File: src/rtl/reg_file_2r1w.sv
// Two-read / one-write register file with optional hard-zero register 0,
// optional write-to-read forwarding, and a one-entry-per-cycle sequential clear.
module reg_file_2r1w #(
    parameter int DATA_W   = 8,
    parameter int ADDR_W   = 3,
    parameter int ZERO_REG = 0,
    parameter int BYPASS   = 1
) (
    input  logic              clk,
    input  logic              reset,
    input  logic              we,
    input  logic [ADDR_W-1:0] waddr,
    input  logic [DATA_W-1:0] wdata,
    input  logic [ADDR_W-1:0] raddr_a,
    output logic [DATA_W-1:0] rdata_a,
    input  logic [ADDR_W-1:0] raddr_b,
    output logic [DATA_W-1:0] rdata_b,
    input  logic              clr_req,
    output logic              busy,
    output logic              clr_done
);
    localparam int DEPTH = 2 ** ADDR_W;

    typedef enum logic {IDLE, CLEAR} state_t;

    state_t            state_reg, state_next;
    logic [ADDR_W-1:0] clr_ptr_reg, clr_ptr_next;
    logic              busy_reg, busy_next;
    logic              clr_done_reg, clr_done_next;
    logic              wr_en;

    logic [DATA_W-1:0] regs      [DEPTH];
    logic [DATA_W-1:0] regs_next [DEPTH];

    // State register
    always_ff @(posedge clk or posedge reset) begin
        if (reset) begin
            state_reg    <= IDLE;
            clr_ptr_reg  <= '0;
            busy_reg     <= 1'b0;
            clr_done_reg <= 1'b0;
        end else begin
            state_reg    <= state_next;
            clr_ptr_reg  <= clr_ptr_next;
            busy_reg     <= busy_next;
            clr_done_reg <= clr_done_next;
        end
    end

    // Next-state logic; clr_req is ignored once CLEAR has started
    always_comb begin
        state_next   = state_reg;
        clr_ptr_next = clr_ptr_reg;
        case (state_reg)
            IDLE: begin
                if (clr_req) begin
                    state_next   = CLEAR;
                    clr_ptr_next = '0;
                end
            end
            CLEAR: begin
                clr_ptr_next = clr_ptr_reg + 1'b1;
                if (clr_ptr_reg == ADDR_W'(DEPTH - 1)) begin
                    state_next = IDLE;
                end
            end
            default: state_next = IDLE;
        endcase
    end

    // Output logic: status flags are registered from the next state
    always_comb begin
        busy_next     = (state_next == CLEAR);
        clr_done_next = (state_reg == CLEAR) && (state_next == IDLE);
        wr_en         = (state_reg == IDLE) && we && !clr_req;
    end

    assign busy     = busy_reg;
    assign clr_done = clr_done_reg;

    genvar gi;
    generate
        for (gi = 0; gi < DEPTH; gi++) begin : g_entry
            localparam bit WRITABLE = !((ZERO_REG != 0) && (gi == 0));
            always_comb begin
                regs_next[gi] = regs[gi];
                if ((state_reg == CLEAR) && (clr_ptr_reg == ADDR_W'(gi))) begin
                    regs_next[gi] = '0;
                end else if (WRITABLE && wr_en && (waddr == ADDR_W'(gi))) begin
                    regs_next[gi] = wdata;
                end
            end
        end
    endgenerate

    always_ff @(posedge clk or posedge reset) begin
        if (reset) begin
            for (int i = 0; i < DEPTH; i++) begin
                regs[i] <= '0;
            end
        end else begin
            for (int i = 0; i < DEPTH; i++) begin
                regs[i] <= regs_next[i];
            end
        end
    end

    // Read ports; forwarding never applies to a hard-zero register 0
    logic [ADDR_W-1:0] raddr_p [2];
    logic [DATA_W-1:0] rdata_p [2];
    logic              waddr_zeroed;

    assign raddr_p[0]   = raddr_a;
    assign raddr_p[1]   = raddr_b;
    assign rdata_a      = rdata_p[0];
    assign rdata_b      = rdata_p[1];
    assign waddr_zeroed = (ZERO_REG != 0) && (waddr == '0);

    generate
        for (gi = 0; gi < 2; gi++) begin : g_rport
            always_comb begin
                if ((BYPASS != 0) && wr_en && !waddr_zeroed && (raddr_p[gi] == waddr)) begin
                    rdata_p[gi] = wdata;
                end else if ((ZERO_REG != 0) && (raddr_p[gi] == '0)) begin
                    rdata_p[gi] = '0;
                end else begin
                    rdata_p[gi] = regs[raddr_p[gi]];
                end
            end
        end
    endgenerate

endmodule
File: config.mk
export PLATFORM = sky130hd
export DESIGN_NAME = reg_file_2r1w
export DESIGN_NICKNAME = d
export VERILOG_FILES = /design/src/rtl/reg_file_2r1w.sv
export SDC_FILE = /design/constraint.sdc
export NUM_CORES = 1
export LEC_CHECK = 0
export ABC_AREA = 1
export BUFFER_PORTS_ARGS = -buffer_cell sky130_fd_sc_hd__buf_4
export CORE_MARGIN = 3
export CORE_UTILIZATION = 28
export DETAILED_ROUTE_END_ITERATION = 8
export PLACE_DENSITY_LB_ADDON = 0.3
export SLEW_MARGIN = 5
export SYNTH_ARGS = -nofsm -noshare
export SYNTH_HDL_FRONTEND = slang
export SYNTH_SLANG_ARGS = --single-unit
File: constraint.sdc
create_clock -name clk -period 2.1 [get_ports clk]
set_input_delay 0.105 -clock clk [delete_from_list [all_inputs] [get_ports clk]]
set_output_delay 0.105 -clock clk [all_outputs]
set_load 0.1 [all_outputs]
==> results.toml <==
[sta]
setup_tns_ns = 0
fin_crit_ns = 2.006
slew_viol_final = 0
relSlewSlack_pct = 72.31
fin_crit_sh_pct = 95.52
setup_viol = 0
skew_ns = 0.007384
tightest_slew_ns = 0.4148
rsz0062_at_grt = "false"
hold_violations = 0
fmax_ghz = 0.4985

[worst_hold_path]
min_path_type = "input pin to flop"

[synth]
syn-num-nets = 636
yosys_most_used_dff = "dfrtp_1"
synth_edf_count = 0
synth.most_common_cell = "nand2_1"
ys_ff_latch = 69
async_flop_share_pct = 100.0
synthCells = 609
syn_area_per_cell_sq_um = 7.041
netlist_top_cells_count = "nand2_1 (192), nand3_1 (125), inv_1 (80)"
ys_types = 19
yosys.area.top_type_share_pct = 40.27
post_synth_instance_area_sq_mm = 0.004288
yosys_warnings = 0
post-synth-top-area-cell = "dfrtp_1"
synth_top_cells_by_area = "dfrtp_1 (40%), nand2_1 (17%), nand3_1 (15%)"
seq_area_frac_synth_pct = 40.27

[clocking]
clockRootBuffer = "clkbuf_16"
clkTransAtPathRegs_ns = 0.06
clock_latency_ns = 0.34
clock_sinks = 69
clk_path_buf_depth = 2
cts_tree = "done"
cts_made_buffers = 9
post_cts_buffers = 0
htreeDepth = 3

[grt]
met2_usage_pct = 27.96
overflow = 0
met3_usage_pct = 2.456
grt_pass1_vias = 4224
grt_use_total_pct = 18.10
grt_antenna_before_repair = 0
grt_max_degree = 70
met1_usage_pct = 25.01
grt_first_pass_wirelength_um = 23470
globalRoute.busiestLayer = "met2"

[worst_setup_path]
cpPeakStageDelay_ns = 0.41
path_cells = "nor2_4 -> nand2_4 -> nor2_2 -> nand2_4 -> clkinv_4 -> nand2_1 -> nand2_2 -> buf_4"
worst_setup_path_start_kind = "flop"
worstPathArrival_ns = 1.90
path_common_cell = "nand2_4"
worstPathMaxFanout = 9
critPathKind = "flop to primary output"
cp_num_buf_inv = 2
path_delay_family = "simple AND/OR/NAND/NOR gates"
endpoint_kind = "primary output"
crit_slowest_cell = "dfrtp_1"
worstPathRequired_ns = 2.00

[final_layout]
largest_reg_flops = 64
layout.nets = 668
area_delta_synth_final_pct = 19.52
diodes = 0
drive_gt1_share_pct = 17.18

[floorplanning]
dieArea_sq_mm = 0.01684
dieWidth_um = 129.8
rows = 44
core_area_sq_mm = 0.01475
die_h_um = 129.8
initial_core_util_pct = 29.06
ios = 39

[route]
drc = 0
routed_via_density = 5.217
wl_um = 14670
drtIter0Drc = 480
first_pass_iters = 5
postRouteAntennaNets = 0
via_count = 4330
wl_per_cell_um = 17.68

[placement]
hpwl_um = 10510
port_buffers = 38
gp_congestion = 0.9168

[pwr]
peakVddDrop_mv = 0.7266
power.total_w = 0.005256
pwr_density_cell_mw_per_mm2 = 1026
total_leakage_power_nw = 2.704

[flow_run]
maxCapViolations = 0

[status]
status = "finished clean"
## power breakdown
part	switching (W)	internal, W
logic	0.00148	0.000554
registers	0.000105	0.00157
clock network	0.000601	0.000947
total	0.00219	0.00307
## kinds of logic after synthesis
group,count (synthesis),share of synthesized area (%)
flip-flops,69,40.27
adder cells (fa/ha/maj),6,1.751
buffers and inverters,115,11.41
AO/OA/AOI/OAI,67,9.338
AND/OR/NAND/NOR,352,37.23
## metrics by stage
stage / setup slack [ns] / instance area [sq um] / hold WS, ns / instances / utilization (%)
after floorplan: 0.05646 / 4328 / 0.2316 / 609 / -
after global placement: 0.4134 / 4768 / 0.2323 / 813 / 32.32
after detailed placement: 0.4043 / 4768 / 0.2314 / 813 / 32.32
after CTS: 0.03761 / 5080 / 0.01515 / 830 / 34.43
after global routing: 0.00008993 / 5125 / 0.03565 / 830 / 34.74
final: 0.09398 / 5125 / 0.02170 / 830 / 34.74
## final cells by class
class | instances | area (sq um)
Fill cell | 1560 | 9629
Multi-Input combinational cell | 425 | 2112
Sequential cell | 69 | 1727
Timing Repair Buffer | 45 | 397.9
Inverter | 91 | 356.6
Clock buffer | 10 | 239.0
Tap cell | 184 | 230.2
Clock inverter | 6 | 62.56
## final timing paths
kind | start | endpoint | slack [ns] | cells after the start
max | busy$_DFF_PP0_ | rdata_b[0] | 0.09 | 8
min | wdata[7] | regs[63]$_DFFE_PP0P_ | 0.02 | 3
max reg2reg | busy$_DFF_PP0_ | regs[28]$_DFFE_PP0P_ | 0.50 | 4
min reg2reg | regs[9]$_DFFE_PP0P_ | regs[9]$_DFFE_PP0P_ | 0.54 | 2
max in group asynchronous | reset | regs[40]$_DFFE_PP0P_ | 1.38 | 4
min in group asynchronous | reset | regs[13]$_DFFE_PP0P_ | 0.43 | 4
## layout by cell type, fill, tap and decap left out, drive strengths merged
| master | synthesis | final |
|---|---|---|
| nand2 | 208 | 208 |
| nand3 | 125 | 125 |
| inv | 89 | 89 |
| dfrtp | 69 | 69 |
| o22ai | 52 | 52 |
| buf | 24 | 44 |
| nor2 | 18 | 18 |
| o21ai | 15 | 15 |
| clkbuf | 0 | 10 |
| ha | 6 | 6 |
| clkinv | 2 | 4 |
| clkinvlp | 0 | 3 |
| nand4 | 1 | 1 |
| bufinv | 0 | 1 |
| dlygate4sd3 | 0 | 1 |
## worst min-delay path: stages
cell and delay [ns]:
buf_4 0.10, nand2_1 0.05, o21ai_1 0.06
## what timing repair did
action	in CTS	in global routing
hold buffers	1	0
hold endpoints to repair	69	0
gates resized for setup	0	12
setup endpoints to repair	0	11
## layer usage
metal | part of all wire, % | wire, um | up-vias
met5 | 0 | 0 | -
met4 | 4.1 | 597 | 0
met3 | 6.3 | 925 | 42
met2 | 47 | 6843 | 183
met1 | 43 | 6304 | 2059
li1 | - | - | 2046
Power figures use the tool's default switching activity.
